===== config.mk =====
export PLATFORM = sky130hd
export DESIGN_NAME = cordic_rr_sched
export DESIGN_NICKNAME = d
export VERILOG_FILES = /design/src/rtl/cordic_rr_sched_pkg.sv /design/src/rtl/cordic_rr_sched_arb.sv /design/src/rtl/cordic_rr_sched.sv
export SDC_FILE = /design/constraint.sdc
export NUM_CORES = 1
export LEC_CHECK = 0
export CORE_MARGIN = 2
export CORE_UTILIZATION = 50
export CTS_BUF_LIST = sky130_fd_sc_hd__clkbuf_8
export CTS_CLUSTER_DIAMETER = 40
export DETAILED_ROUTE_END_ITERATION = 10
export DONT_BUFFER_PORTS = 1
export GPL_TIMING_DRIVEN = 0
export PLACE_DENSITY = 0.62
export SLEW_MARGIN = 20
export SYNTH_ARGS = -nofsm -noshare
export SYNTH_HDL_FRONTEND = slang
export SYNTH_SLANG_ARGS = --single-unit

===== constraint.sdc =====
create_clock -name clock -period 11.2 [get_ports clock]
set_input_delay 1.68 -clock clock [delete_from_list [all_inputs] [get_ports clock]]
set_output_delay 1.68 -clock clock [all_outputs]
set_load 0.05 [all_outputs]

===== src/rtl/cordic_rr_sched_pkg.sv =====
// Shared definitions for the round-robin CORDIC scheduler: rotator latency,
// a clog2 helper and the packed tag layout {valid, chan}.
package cordic_rr_sched_pkg;

  localparam int CORDIC_LATENCY = 13;

  function automatic int clog2(input int n);
    int r;
    r = 0;
    for (int v = n - 1; v > 0; v = v >> 1) begin
      r++;
    end
    return (r < 1) ? 1 : r;
  endfunction

  // Tag is packed as {valid, chan[cw-1:0]}, valid in the MSB.
  function automatic int tag_width(input int cw);
    return cw + 1;
  endfunction

endpackage


===== src/rtl/cordic_rr_sched_arb.sv =====
// Combinational round-robin arbiter: grants the first eligible requester
// searching upward from ptr with wrap-around.
module rr_arbiter #(
  parameter int NREQ = 4,
  parameter int CW   = 2
) (
  input  logic [NREQ-1:0] elig,
  input  logic [CW-1:0]   ptr,
  output logic [NREQ-1:0] grant,
  output logic [CW-1:0]   grant_idx,
  output logic            grant_any
);

  logic [CW-1:0] idx;
  logic          found;

  always_comb begin
    grant     = '0;
    grant_idx = '0;
    found     = 1'b0;
    idx       = '0;
    for (int k = 0; k < NREQ; k++) begin
      idx = CW'((int'(ptr) + k) % NREQ);
      if (!found && elig[idx]) begin
        found      = 1'b1;
        grant[idx] = 1'b1;
        grant_idx  = idx;
      end
    end
    grant_any = found;
  end

endmodule


===== src/rtl/cordic_rr_sched.sv =====
// Shares one pipelined CORDIC rotator between NREQ requesters; a tag pipe
// matched to the rotator latency returns each result with its channel id.
module cordic_rr_sched
  import cordic_rr_sched_pkg::*;
#(
  parameter int NREQ     = 4,
  parameter int BITWIDTH = 16,
  parameter int ZWIDTH   = 16,
  parameter int LATENCY  = CORDIC_LATENCY,
  parameter int CW       = clog2(NREQ)
) (
  input  logic                     clock,
  input  logic                     reset,
  input  logic [NREQ-1:0]          chan_mask,
  input  logic [NREQ-1:0]          req_valid,
  output logic [NREQ-1:0]          req_ready,
  input  logic [NREQ*BITWIDTH-1:0] req_x,
  input  logic [NREQ*BITWIDTH-1:0] req_y,
  input  logic [NREQ*ZWIDTH-1:0]   req_z,
  output logic [BITWIDTH-1:0]      cor_xi,
  output logic [BITWIDTH-1:0]      cor_yi,
  output logic [ZWIDTH-1:0]        cor_zi,
  input  logic [BITWIDTH-1:0]      cor_xo,
  input  logic [BITWIDTH-1:0]      cor_yo,
  input  logic [ZWIDTH-1:0]        cor_zo,
  output logic                     res_valid,
  output logic [CW-1:0]            res_chan,
  output logic [BITWIDTH-1:0]      res_x,
  output logic [BITWIDTH-1:0]      res_y,
  output logic [ZWIDTH-1:0]        res_z,
  output logic                     busy
);

  localparam int TW = tag_width(CW);

  logic [CW-1:0]       ptr;
  logic [NREQ-1:0]     elig;
  logic [NREQ-1:0]     grant;
  logic [CW-1:0]       grant_idx;
  logic                grant_any;
  logic                transfer;
  logic [BITWIDTH-1:0] sel_x;
  logic [BITWIDTH-1:0] sel_y;
  logic [ZWIDTH-1:0]   sel_z;
  logic [TW-1:0]       issue_tag;
  logic [TW-1:0]       tag_pipe [LATENCY];
  logic [TW-1:0]       tag_out;

  assign elig = req_valid & chan_mask;

  rr_arbiter #(
    .NREQ (NREQ),
    .CW   (CW)
  ) u_arb (
    .elig      (elig),
    .ptr       (ptr),
    .grant     (grant),
    .grant_idx (grant_idx),
    .grant_any (grant_any)
  );

  assign req_ready = reset ? '0 : grant;
  assign transfer  = grant_any & ~reset;

  assign sel_x = req_x[grant_idx*BITWIDTH +: BITWIDTH];
  assign sel_y = req_y[grant_idx*BITWIDTH +: BITWIDTH];
  assign sel_z = req_z[grant_idx*ZWIDTH +: ZWIDTH];

  // Issue register: rotator inputs and the tag that travels with them.
  always_ff @(posedge clock or posedge reset) begin
    if (reset) begin
      ptr       <= '0;
      cor_xi    <= '0;
      cor_yi    <= '0;
      cor_zi    <= '0;
      issue_tag <= '0;
    end else if (transfer) begin
      ptr       <= (grant_idx == CW'(NREQ - 1)) ? '0 : grant_idx + CW'(1);
      cor_xi    <= sel_x;
      cor_yi    <= sel_y;
      cor_zi    <= sel_z;
      issue_tag <= {1'b1, grant_idx};
    end else begin
      cor_xi    <= '0;
      cor_yi    <= '0;
      cor_zi    <= '0;
      issue_tag <= '0;
    end
  end

  // The issued tag then spends LATENCY clocks here, exactly as the sample
  // spends LATENCY clocks inside the rotator, so the last stage lines up
  // with cor_xo/yo/zo.
  always_ff @(posedge clock or posedge reset) begin
    if (reset) begin
      for (int k = 0; k < LATENCY; k++) begin
        tag_pipe[k] <= '0;
      end
    end else begin
      tag_pipe[0] <= issue_tag;
      for (int k = 1; k < LATENCY; k++) begin
        tag_pipe[k] <= tag_pipe[k-1];
      end
    end
  end

  assign tag_out = tag_pipe[LATENCY-1];

  always_ff @(posedge clock or posedge reset) begin
    if (reset) begin
      res_valid <= 1'b0;
      res_chan  <= '0;
      res_x     <= '0;
      res_y     <= '0;
      res_z     <= '0;
    end else begin
      res_valid <= tag_out[TW-1];
      if (tag_out[TW-1]) begin
        res_chan <= tag_out[CW-1:0];
        res_x    <= cor_xo;
        res_y    <= cor_yo;
        res_z    <= cor_zo;
      end
    end
  end

  always_comb begin
    busy = issue_tag[TW-1] | res_valid;
    for (int k = 0; k < LATENCY; k++) begin
      busy = busy | tag_pipe[k][TW-1];
    end
  end

endmodule


# Yosys cells after proc, flatten, opt, wreduce, memory -nomap -nowiden
# Cells that the tools add are included.
# W data, S select, Z words.
# totals
register_bits,143
inputBits,250
out_inout_bits,104
wordCells,103
# op_classes
add_sub_neg,4
n_lt_le_gt_ge,8
n_eq_ne,1
shifts,3
muxes,34
bitwise_logic,20
n_reduce_logical,10
# ops
cell,count
$shiftx A64 B7 Y16,3
$mux W16,3
$mux W4,5
$or A1 B1 Y1,14
$lt A2 B3 Y1 const B,4
$mux W1,12
$or A4 B4 Y4,3
$mux W2,5
$bmux W1 S2,4
$demux W1 S2,4
$ge A2 B1 Y1 const B,4
$logic_and A1 B1 Y1,7
$add A2 B1 Y2 const B,2
$add A2 B2 Y2 const B,2
$and A4 B4 Y4,1
$logic_not A1 Y1,3
$mux W3,1
$eq A2 B2 Y1 const B,1
$and A1 B1 Y1,1
$not A1 Y1,1

# Longest topological paths before layout
# Gate-level depths: netlist (run 1).
# logic_depth
ltp_word,15
depth_mapped,13
depth_no_buf,7

# Cells and area by module
# A second synthesis (run 1) with hierarchy kept.
# hier_totals
hier_cells,432
area_unflattened_um2,6276.0
# modules_own_cells
module,instances,cells_each,area_each_um2,seq_area_each_um2
cordic_rr_sched,1,387,5856.9,3578.4
rr_arbiter,1,45,419.2,0.0

# Worst setup path after synthesis (run 1)
# Ideal clock, no wire load.
# synth_path
path_kind,input to register
from,in reset
to,reg ptr[0]
setup_ns,0.302
t_arrival_ns,4.925
t_required_ns,10.898
path_slack_ns,5.973
stages,3
path_buffers,1
cell_sequence,clkbuf_1 > inv_1 > a21oi_1
# synth_via
elab_chain_cells,2
# synth_lines
item,line_no,source
"start, declared",cordic_rr_sched.sv:13,"input logic reset,"
$not A1 Y1,cordic_rr_sched.sv:63,assign transfer = grant_any & ~reset;
$and A1 B1 Y1,cordic_rr_sched.sv:63,
"end signal, assigned",cordic_rr_sched.sv:78,ptr <= (grant_idx == CW'(NREQ - 1)) ? '0 : grant_idx + CW'(1);
"end, declared",cordic_rr_sched.sv:36,logic [CW-1:0] ptr;
# Every way passes these cells.
# A chain may end at the register's enable or synchronous reset.

# Worst setup path after layout (run 1)
# layout_path
from,reg ptr[0]
to,out req_ready[1]
# layout_via
elab_chain_cells,13
elab_cells_between_ends,48
classes_between,3 x add/sub; 8 x order compare; 24 x mux; 3 x bitwise; 10 x reduce/logical
# layout_lines
item,line_no,source
"parallel branches: the longest is 11 deep, another holds $lt A2 B3 Y1",--,
$mux W4 *,cordic_rr_sched_arb.sv:24,if (!found && elig[idx]) begin
$mux W4 *,cordic_rr_sched.sv:62,assign req_ready = reset ? '0 : grant;
"end, declared",cordic_rr_sched.sv:16,"output logic [NREQ-1:0] req_ready,"
# Mark *: on every way between the ends. The select of a mux whose other input is x is not followed.

==> metrics.md, run 1 <==
| Metric | Value |
|---|---|
| CTS Hold Bufs | 0 |
| Post-synthesis sequential area ratio | 38.1% |
| Pwr/cell area | 277 mW/mm^2 |
| Period utilization | 54.0% |
| Switching power | 0.00148 W |
| First-pass GRT wire length | 47.1 mm |
| Worst Setup Start Kind | register |
| Hold violation count in the final report | 0 |
| DP HPWL | 23.7 mm |
| Critical path required time | 9.52 ns |
| Switch share | 52.7% |
| Syn Nets | 1200 |
| Yosys reg bits | 143 |
| GRT Max-Usage Layer | met2 |
| Setup bufs post-CTS | 0 |
| R2R setup slack | 6.98 ns |
| CTS resizes | 0 |
| M1 GR Usage | 36.7% |
| Die Height | 141 um |
| Status | complete, no violations |
| Vias/cell | 6.86 |
| Initial antenna violation count | 1 |
| CTS Buf Count | 17 |
| GR Util All Layers | 31.0% |
| Routed Antenna Nets | 0 |
| CP Launch Point | ptr[0] |
| TNS Setup | 0 ns |
| Critical path endpoint | req_ready[1] |
| Crit path kind | reg2out |
| Final setup margin | 5.16 ns |
| Met3 GRT Util | 9.21% |
| Leak pwr | 4.74 nW |
| Clock power share | 14.9% |
| Synth unique cells | 43 |
| Net count, final | 1220 |
| Worst r2r src | ptr[0] |
| Worst R2R End | cor_zi[9] |
| Grt ovf | 0 |
| DR iter-0 viols | 573 |
| Comb pwr share | 47.5% |
| Die area | 0.0199 mm^2 |
| IO Port Bufs | 0 |
| Share of layout cells above drive strength 1 | 9.96% |
| Rel. slew slack | 27.5% |
| Design Area, Final | 0.0101 mm^2 |
| Placed cell area | 0.00973 mm^2 |
| FMAX | 165 MHz |
| RSZ-0062 raised after global routing | no |
| Layout area overhead | 7.79% |
| First drt pass iteration count | 6 |
| Syn Inst Count | 942 |
| Clock-pin slew on the worst setup and hold paths | 0.08 ns |
| Depth of the worst register-to-register path | 13 |
| CTS sink cnt | 143 |
| Initial Utilization | 50.5% |
| Worst slew pin tran | 1.09 ns |
| Maximum vdd drop | 136 uV |
| CTS tree | built |
| Deepest clock path buffer count | 2 |
| Flop pwr share | 37.6% |
| Root buf cell | clkbuf_8 |
| Slew Limit Fails | 0 |
| Final Skew | 0.0101 ns |
| RePlAce Congestion | 0.851 |
| Setup crit end kind | output pin |
| Core area | 0.0186 mm^2 |
| Residual DRC count | 0 |
| Largest net degree at the start of global routing | 101 |
| Hold Path Class | reg2reg |
| Hold Slack | 0.352 ns |
| Worst-Skew Late Latency | 0.45 ns |
| Most frequent cells in the layout | 143 x dfrtp_1, 113 x clkbuf_1, 99 x inv_1 |
| ANT cells | 0 |
| YS warnings | 0 |
| Top Ports | 354 |
| Final setup viols | 0 |
| Met2 Use GR | 53.1% |
| Int Pwr | 0.00133 W |
| Max-Cap Viols | 0 |
| H-tree levels | 4 |
| Width of the die | 141 um |
| Fin util | 54.5% |
| Critical path arrival | 4.36 ns |
| CP max FO | 10 |
| Site Rows | 50 |
| Commonest non-fill, non-tap cell in the layout | dfrtp_1 |
| Avg WL per Cell | 26.2 um |
| Post-Syn Area per Cell | 9.97 um^2 |
| Final worst path period need | 6.04 ns |
| Via count | 8292 |
| Vias in the first global route | 8080 |
| Drt total wl | 31.7 mm |
| Setup WS pre-CTS | 5.49 ns |
| Mapped Area | 0.00939 mm^2 |
-- cell usage after synthesis (all sizes together) --
master	count	share of area, %
and3	3	0.20
nand3	4	0.21
clkbuf	113	4.5
o21ai	103	5.5
buf	20	1.1
nand2b	4	0.27
a222oi	4	0.43
a211oi	1	0.080
nand3b	2	0.16
and3b	1	0.093
dfrtp	143	38
nor2	4	0.16
or4	2	0.20
nand4	2	0.13
o211ai	2	0.16
o41ai	1	0.17
inv	99	4.0
o21a	2	0.16
a22oi	1	0.080
a21o	1	0.080
ha	8	1.1
and2	5	0.33
a22o	1	0.093
o41a	1	0.12
o2bb2ai	1	0.093
mux2i	50	5.3
o211a	96	10
nor3	2	0.11
mux2	51	6.1
a311oi	97	9.0
a21bo	1	0.11
o311a	1	0.11
nand2	4	0.16
a32o	96	10
nor4	4	0.27
a31oi	2	0.29
o311ai	1	0.093
a21oi	9	0.48
-- kinds of logic after synthesis --
kind of cell | share of synthesized area [%]
buf+inv | 9.54
flops | 38.1
fa+ha+maj | 1.07
mux | 11.4
simple gates | 2.29
compound gates | 37.5
-- sequential cells by signal (all words and copies together) (netlist names) --
| register | flops |
|---|---|
| res_y | 16 |
| res_x | 16 |
| tag_out | 3 |
| cor_yi | 16 |
| issue_tag | 3 |
| tag_pipe | 36 |
| cor_xi | 16 |
| res_chan | 2 |
| cor_zi | 16 |
| res_z | 16 |
| res_valid | 1 |
| ptr | 2 |
-- per-stage QoR --
step                power (W)  std cells
finish                0.00280       1208
global route          0.00296       1208
CTS                   0.00280       1208
detailed placement    0.00237       1177
global placement      0.00235       1176
floorplan             0.00204        942
-- per-layer routing --
layer	part of all wire [%]	vias up
li1	-	3733
met1	38	4029
met2	49	461
met3	9.3	69
met4	3.5	0
met5	0	-
-- power groups by stage --
stage                     Sequential (W)  Clock, W  Combinational, W
after floorplan                  0.00104         0           0.00100
after global placement           0.00106         0           0.00129
after detailed placement         0.00107         0           0.00130
after CTS                        0.00106  0.000429           0.00131
after global routing             0.00107  0.000452           0.00144
final                            0.00105  0.000418           0.00133
-- area by class of cell --
class	count	area, um^2
buffer	133	524
clock buffer	18	248
clock inverter	13	139
fill	1713	8460
inverter	99	379
multi-input combinational	567	4930
sequential	143	3580
tap	234	293
timing repair buffer	1	27.5
-- worst max-delay path, stage by stage (launching register included) --
cell and delay, ns:
dfrtp_1 0.52, buf_1 0.43, inv_1 0.26, ha_1 0.34, buf_2 0.18, nand3b_1 0.21, a211oi_1 0.65, mux2_2 0.34
a222oi_1 0.10, a21oi_1 0.88
-- worst min path at each step --
stage	slack, ns	startpoint	cells after the start	end
3_5_place_dp	0.33	tag_pipe[13]	0	tag_pipe[10]
5_1_grt	0.36	issue_tag[0]	0	tag_pipe[36]
2_1_floorplan	0.33	tag_pipe[3]	0	tag_out[0]
3_3_place_gp	0.33	tag_pipe[3]	0	tag_out[0]
6_report	0.35	tag_pipe[13]	0	tag_pipe[10]
4_1_cts	0.35	tag_pipe[6]	0	tag_pipe[3]
(Power assumes the default switching activity.)
==> inputs of run 2 (changes only) <==
--- a/config.mk
+++ b/config.mk
@@ -5,14 +5,15 @@
 export SDC_FILE = /design/constraint.sdc
 export NUM_CORES = 1
 export LEC_CHECK = 0
-export CORE_MARGIN = 2
-export CORE_UTILIZATION = 50
+export ABC_AREA = 1
+export CORE_AREA = 2 2 139 141
 export CTS_BUF_LIST = sky130_fd_sc_hd__clkbuf_8
 export CTS_CLUSTER_DIAMETER = 40
 export DETAILED_ROUTE_END_ITERATION = 10
+export DIE_AREA = 0 0 141 143
 export DONT_BUFFER_PORTS = 1
 export GPL_TIMING_DRIVEN = 0
-export PLACE_DENSITY = 0.62
+export PLACE_DENSITY = 0.5
 export SLEW_MARGIN = 20
 export SYNTH_ARGS = -nofsm -noshare
 export SYNTH_HDL_FRONTEND = slang
==> constraint.sdc (replaced) <==
create_clock -name clock -period 5.8 [get_ports clock]
set_input_delay 0.87 -clock clock [delete_from_list [all_inputs] [get_ports clock]]
set_output_delay 0.87 -clock clock [all_outputs]
set_load 0.05 [all_outputs]
==> metrics.md, run 2 <==
| Metric | Value |
|---|---|
| Status | complete, no violations (unchanged) |
| Area share of the largest cell type after synthesis | 49.2% (was 38.1%) |
| Design Area, Final | 0.00801 mm^2 (was 0.0101 mm^2) |
| Critical path arrival | 3.07 ns (was 4.36 ns) |
| Most Frequent Cell on Critical Path | inv_1 |
| Vias in the first global route | 6306 (was 8080) |
| Placed cell count | 1175 (was 1177) |
| Count leader, synth | nand2_1 (was dfrtp_1) |
| Max incr delay on CP | 0.62 ns (was 0.88 ns) |
| Core area | 0.0186 mm^2 (unchanged) |
| Adder-Cell Fraction of Synth Area | 1.38% (was 1.07%) |
| Slowest stage cell, crit path | dfrtp_1 (was a21oi_1) |
| Worst-Skew Late Latency | 0.45 ns (about the same) |
| GR Util All Layers | 23.2% (was 31.0%) |
| First drt pass iteration count | 5 (was 6) |
| Dominant cells by area after synthesis | dfrtp_1 49%, nand2_1 15%, nand3_1 11% (was dfrtp_1 38%, a32o_1 10%, o211a_1 10%) |
| CTS Buf Count | 17 (unchanged) |
| Hold violation count in the final report | 0 (unchanged) |
| Routed Antenna Nets | 0 (unchanged) |
| DP HPWL | 17.8 mm (was 23.7 mm) |
| Crit path kind | reg2out (unchanged) |
| Initial Utilization | 39.1% (was 50.5%) |
| Post-Synth XOR/XNOR Area | 0% (unchanged) |
| Reg with most FFs | tag_pipe (unchanged) |
| Post-Synth Simple-Gate Area | 33.3% (was 2.29%) |
| Die area | 0.0202 mm^2 (was 0.0199 mm^2) |
| Vias/cell | 5.15 (was 6.86) |
| IO Port Bufs | 0 (unchanged) |
| Multiplexer share of the synthesized area | 0% (was 11.4%) |
| Share of layout cells above drive strength 1 | 8.63% (was 9.96%) |
| CP Launch Point | ptr[1] (was ptr[0]) |
| CP max FO | 10 (unchanged) |
| Depth of the worst register-to-register path | 13 (unchanged) |
| Layout area overhead | 10.1% (was 7.79%) |
| Top_reg_cell synth | dfrtp_1 (unchanged) |
| Critical path depth | 11 (was 9) |
| Synth unique cells | 26 (was 43) |
| Final setup viols | 0 (unchanged) |
| Die Height | 143 um (was 141 um) |
| Register area | 0.00358 mm^2 (unchanged) |
| Slew Limit Fails | 0 (unchanged) |
| Area of the multi-input gates | 0.00285 mm^2 (was 0.00493 mm^2) |
| Via count | 6223 (was 8292) |
| Period utilization | 68.0% |
| Setup crit end kind | output pin (unchanged) |
| Net count, final | 1218 (was 1220) |
| H-tree levels | 4 (unchanged) |
| Max FFs per register | 36 (unchanged) |
| Root buf cell | clkbuf_8 (unchanged) |
| Bufs and invs on worst path | 4 (was 3) |
| Mapped Area | 0.00727 mm^2 (was 0.00939 mm^2) |
| Largest family of logic cells by synthesized area | simple AND/OR/NAND/NOR gates (was compound AO/OA/AOI/OAI gates) |
| Cell Chain, Critical Path | inv_1, ha_1, inv_1, nand3_1, nand2_2, inv_2, nor2_1, nand3_1, inv_1, nand2_1, a41oi_2 (was buf_1, inv_1, ha_1, buf_2, nand3b_1, a211oi_1, mux2_2, a222oi_1, a21oi_1) |
| Final Skew | 0.0131 ns (was 0.0101 ns) |
| Initial antenna violation count | 2 (was 1) |
| Syn Inst Count | 940 (was 942) |
| Grt ovf | 0 (unchanged) |
| Largest net degree at the start of global routing | 82 (was 101) |
| Site Rows | 50 (unchanged) |
| Synth Area in Compound Gates | 4.06% (was 37.5%) |
| Yosys reg bits | 143 (unchanged) |
| Max-Cap Viols | 0 (unchanged) |
| Clock-pin slew on the worst setup and hold paths | 0.09 ns (was 0.08 ns) |
| Worst slew pin tran | 0.724 ns (was 1.09 ns) |
| Setup bufs post-CTS | 0 (unchanged) |
| Synth cell count leaders | 284 x nand2_1, 162 x nand3_1, 152 x inv_1 (was 143 x dfrtp_1, 113 x clkbuf_1, 99 x inv_1) |
| Most frequent cells in the layout | 284 x nand2_1, 162 x nand3_1, 152 x inv_1 (was 143 x dfrtp_1, 113 x clkbuf_1, 99 x inv_1) |
| Worst Setup Start Kind | register (unchanged) |
| First-pass GRT wire length | 35.4 mm (was 47.1 mm) |
| Deepest clock path buffer count | 2 (unchanged) |
| CTS tree | built (unchanged) |
| Critical path required time | 4.93 ns (was 9.52 ns) |
| Hold Path Class | in2async (was reg2reg) |
| DR iter-0 viols | 297 (was 573) |
| Post-Syn Area per Cell | 7.73 um^2 (was 9.97 um^2) |
| Worst r2r src | ptr[1] (was ptr[0]) |
| Final worst path period need | 3.94 ns |
| Top Ports | 354 (unchanged) |
| Syn Nets | 1198 (was 1200) |
| RePlAce Congestion | 0.840 (was 0.851) |
| Residual DRC count | 0 (unchanged) |
| RSZ-0062 raised after global routing | no (unchanged) |
| Family with the most delay on the worst path | flip-flops (was compound AO/OA/AOI/OAI gates) |
| Placed cell area | 0.00761 mm^2 (was 0.00973 mm^2) |
| Rel. slew slack | 51.6% (was 27.5%) |
| CTS resizes | 0 (unchanged) |
| TNS Setup | 0 ns (unchanged) |
| Width of the die | 141 um (about the same) |
| CTS sink cnt | 143 (unchanged) |
| Drt total wl | 23.7 mm (was 31.7 mm) |
| Post-synth ARST share | 100% (unchanged) |
| Final std cells w/o fill | 1209 (was 1208) |
| EDFF count, synth | 0 (unchanged) |
| Avg WL per Cell | 19.6 um (was 26.2 um) |
| Filler instances | 1964 (was 1713) |
| Post-synthesis sequential area ratio | 49.2% (was 38.1%) |
| FMAX | 254 MHz |
| Commonest non-fill, non-tap cell in the layout | nand2_1 (was dfrtp_1) |
| Yosys top cell by area | dfrtp_1 (unchanged) |
| YS warnings | 0 (unchanged) |
| CTS Hold Bufs | 0 (unchanged) |
-- run 2: final cells by class --
| type | instances | share of cell area, % |
|---|---|---|
| buffer | 57 | 3.42 |
| multi-input combinational | 582 | 35.6 |
| sequential | 143 | 44.7 |
| clock buffer | 18 | 3.09 |
| clock inverter | 14 | 1.58 |
| inverter | 158 | 7.56 |
| timing repair buffer | 1 | 0.344 |
| antenna | 2 | 0.0625 |
| tap | 234 | 3.66 |
-- run 2: cell families (layout without fill, tap and decap cells) --
| family | Yosys count | in the layout |
|---|---|---|
| AOI/OAI and AO/OA | 56 | 56 |
| adders and majority gates | 8 | 8 |
| buffers and inverters | 215 | 248 |
| DFF | 143 | 143 |
| other | 0 | 2 |
| and+or+nand+nor | 518 | 518 |
-- run 2: through the flow --
stage,utilization (%),setup slack (ns),hold slack (ns)
finish,43.1,1.86,0.286
global route,43.1,1.64,0.292
CTS,43.0,1.47,0.285
detailed placement,41.0,2.00,0.335
global placement,40.7,-0.694,0.333
floorplan,-,1.09,0.331
-- run 2: metal layers --
layer | routed length (um) | vias to the layer above | global-route usage (%) | share of wire (%)
met5 | 0 | - | 0 | 0
met4 | 331 | 0 | 7.00 | 1.4
met3 | 1970 | 28 | 7.41 | 8.3
met2 | 11700 | 293 | 40.6 | 50
met1 | 9620 | 2934 | 27.2 | 41
li1 | - | 2968 | - | -
-- run 2: final timing paths --
path | end | slack (ns)
max in group asynchronous | cor_yi[9] | 4.74
max reg2reg | cor_yi[3] | 2.60
min reg2reg | tag_pipe[18] | 0.35
min | cor_xi[1] | 0.29
min in group clock | tag_pipe[18] | 0.35
max | req_ready[0] | 1.86
Power of run 2 is left out: the tool's default activity adds up to more than one toggle a clock period on the data nets, which glitch-free logic cannot reach.
==> inputs of run 3 (changes only) <==
==> constraint.sdc (replaced) <==
create_clock -name clock -period 3.68 [get_ports clock]
set_input_delay 0.552 -clock clock [delete_from_list [all_inputs] [get_ports clock]]
set_output_delay 0.552 -clock clock [all_outputs]
set_load 0.05 [all_outputs]
==> metrics.md, run 3 (synthesis results as in run 2) <==
| Metric | Value |
|---|---|
| Vias/cell | 5.13 (was 5.15) |
| Routed Antenna Nets | 0 (unchanged) |
| Die Height | 143 um (unchanged) |
| Hold Path Class | in2reg (was in2async) |
| Layout area overhead | 12.6% (was 10.1%) |
| Vias in the first global route | 6061 (was 6306) |
| Final Skew | 0.0114 ns (was 0.0131 ns) |
| Largest net degree at the start of global routing | 35 (was 82) |
| Final worst path period need | 3.41 ns |
| RePlAce Congestion | 0.840 (about the same) |
| Setup bufs post-CTS | 0 (unchanged) |
| Crit path kind | reg2out (unchanged) |
| Final setup viols | 0 (unchanged) |
| Residual DRC count | 0 (unchanged) |
| Deepest clock path buffer count | 2 (unchanged) |
| Root buf cell | clkbuf_8 (unchanged) |
| Initial Utilization | 39.1% (unchanged) |
| FMAX | 293 MHz |
| CP Launch Point | ptr[1] (unchanged) |
| Hold path start | reset |
| Hold violation count in the final report | 0 (unchanged) |
| H-tree levels | 4 (unchanged) |
| First drt pass iteration count | 5 (unchanged) |
| Critical path arrival | 2.86 ns (was 3.07 ns) |
| Clock-pin slew on the worst setup and hold paths | 0.09 ns (about the same) |
| Worst slew pin tran | 0.713 ns (was 0.724 ns) |
| Status | complete, no violations (unchanged) |
| Rel. slew slack | 52.3% (was 51.6%) |
| Site Rows | 50 (unchanged) |
| CTS Buf Count | 17 (unchanged) |
| Commonest non-fill, non-tap cell in the layout | nand2_1 (unchanged) |
| Worst r2r src | ptr[1] (unchanged) |
| Share of layout cells above drive strength 1 | 9.01% (was 8.63%) |
| RSZ-0062 raised after global routing | no (unchanged) |
| Drt total wl | 23.5 mm (was 23.7 mm) |
| Die area | 0.0202 mm^2 (unchanged) |
| CTS tree | built (unchanged) |
| CP max FO | 10 (unchanged) |
| Worst Setup Start Kind | register (unchanged) |
| Avg WL per Cell | 19.3 um (was 19.6 um) |
| Setup crit end kind | output pin (unchanged) |
| Reg with most FFs | tag_pipe (unchanged) |
| TNS Setup | 0 ns (unchanged) |
| Net count, final | 1222 (was 1218) |
| First-pass GRT wire length | 34.6 mm (was 35.4 mm) |
| Via count | 6235 (was 6223) |
| Worst-Skew Late Latency | 0.45 ns (about the same) |
| DR iter-0 viols | 223 (was 297) |
| Critical path required time | 3.13 ns (was 4.93 ns) |
| Top Ports | 354 (unchanged) |
| Max-Cap Viols | 0 (unchanged) |
| Slew Limit Fails | 0 (unchanged) |
| Core area | 0.0186 mm^2 (unchanged) |
| GR Util All Layers | 22.7% (was 23.2%) |
| Max FFs per register | 36 (unchanged) |
| CTS sink cnt | 143 (unchanged) |
| Initial antenna violation count | 5 (was 2) |
| Width of the die | 141 um (unchanged) |
| DP HPWL | 18.1 mm (was 17.8 mm) |
| Grt ovf | 0 (unchanged) |
| Most frequent cells in the layout | 284 x nand2_1, 162 x nand3_1, 151 x inv_1 (was 284 x nand2_1, 162 x nand3_1, 152 x inv_1) |
| Period utilization | 92.7% |
| IO Port Bufs | 0 (unchanged) |
## run 3: worst max-delay path, cell delays in order (launching register included)
cell and delay, ns:
dfrtp_1 0.59, inv_1 0.27, ha_1 0.39, inv_1 0.09, nand3_1 0.08, nand2_2 0.12
inv_2 0.08, nor2_1 0.09, nand3_1 0.08, inv_1 0.13, nand2_1 0.10, a41oi_4 0.38
## run 3: cell type report
cell class,instances,area [um^2]
Tap cell,234,293
Fill cell,1947,10400
Antenna cell,5,12.5
Timing Repair Buffer,5,90.1
Sequential cell,143,3580
Clock buffer,17,234
Multi-Input combinational cell,582,2890
Clock inverter,15,210
Inverter,158,602
Buffer,57,274
## run 3: worst paths after layout
path / endpoint / slack (ns) / cells past startpoint
hold / removal: issue_tag[0] / 0.19 / 1
hold reg to reg: tag_pipe[7] / 0.35 / 0
setup reg to reg: cor_yi[1] / 0.58 / 12
min in group asynchronous: cor_zi[15] / 0.63 / 2
max in group asynchronous: res_x[1] / 2.26 / 4
setup / recovery: req_ready[0] / 0.27 / 11
## run 3: timing repair
action | in CTS | in global routing
hold buffers | 1 | 0
gates resized for setup | 2 | 4
hold endpoints to repair | 8 | 0
setup endpoints to repair | 2 | 4
## run 3: per-layer routing
layer	vias to the layer above	track usage (%)	wire length, um
met4	2	6.47	337
met2	286	39.3	11800
met1	2941	26.8	9180
met3	22	8.15	2160
met5	-	0	13
li1	2984	-	-
## run 3: through the flow
| step | std cells | hold slack (ns) | utilization, % | worst slack [ns] | cell area, um^2 |
|---|---|---|---|---|---|
| 2_1_floorplan | 940 | 0.331 | - | 0.662 | 7270 |
| 3_3_place_gp | 1174 | 0.333 | 40.7 | 0.210 | 7560 |
| 3_5_place_dp | 1178 | 0.335 | 41.2 | 0.282 | 7660 |
| 4_1_cts | 1211 | 0.149 | 43.8 | 0.0728 | 8130 |
| 5_1_grt | 1214 | 0.154 | 44.0 | 0.0962 | 8180 |
| 6_report | 1216 | 0.191 | 44.1 | 0.267 | 8190 |
Power of run 3 is left out for the same reason.
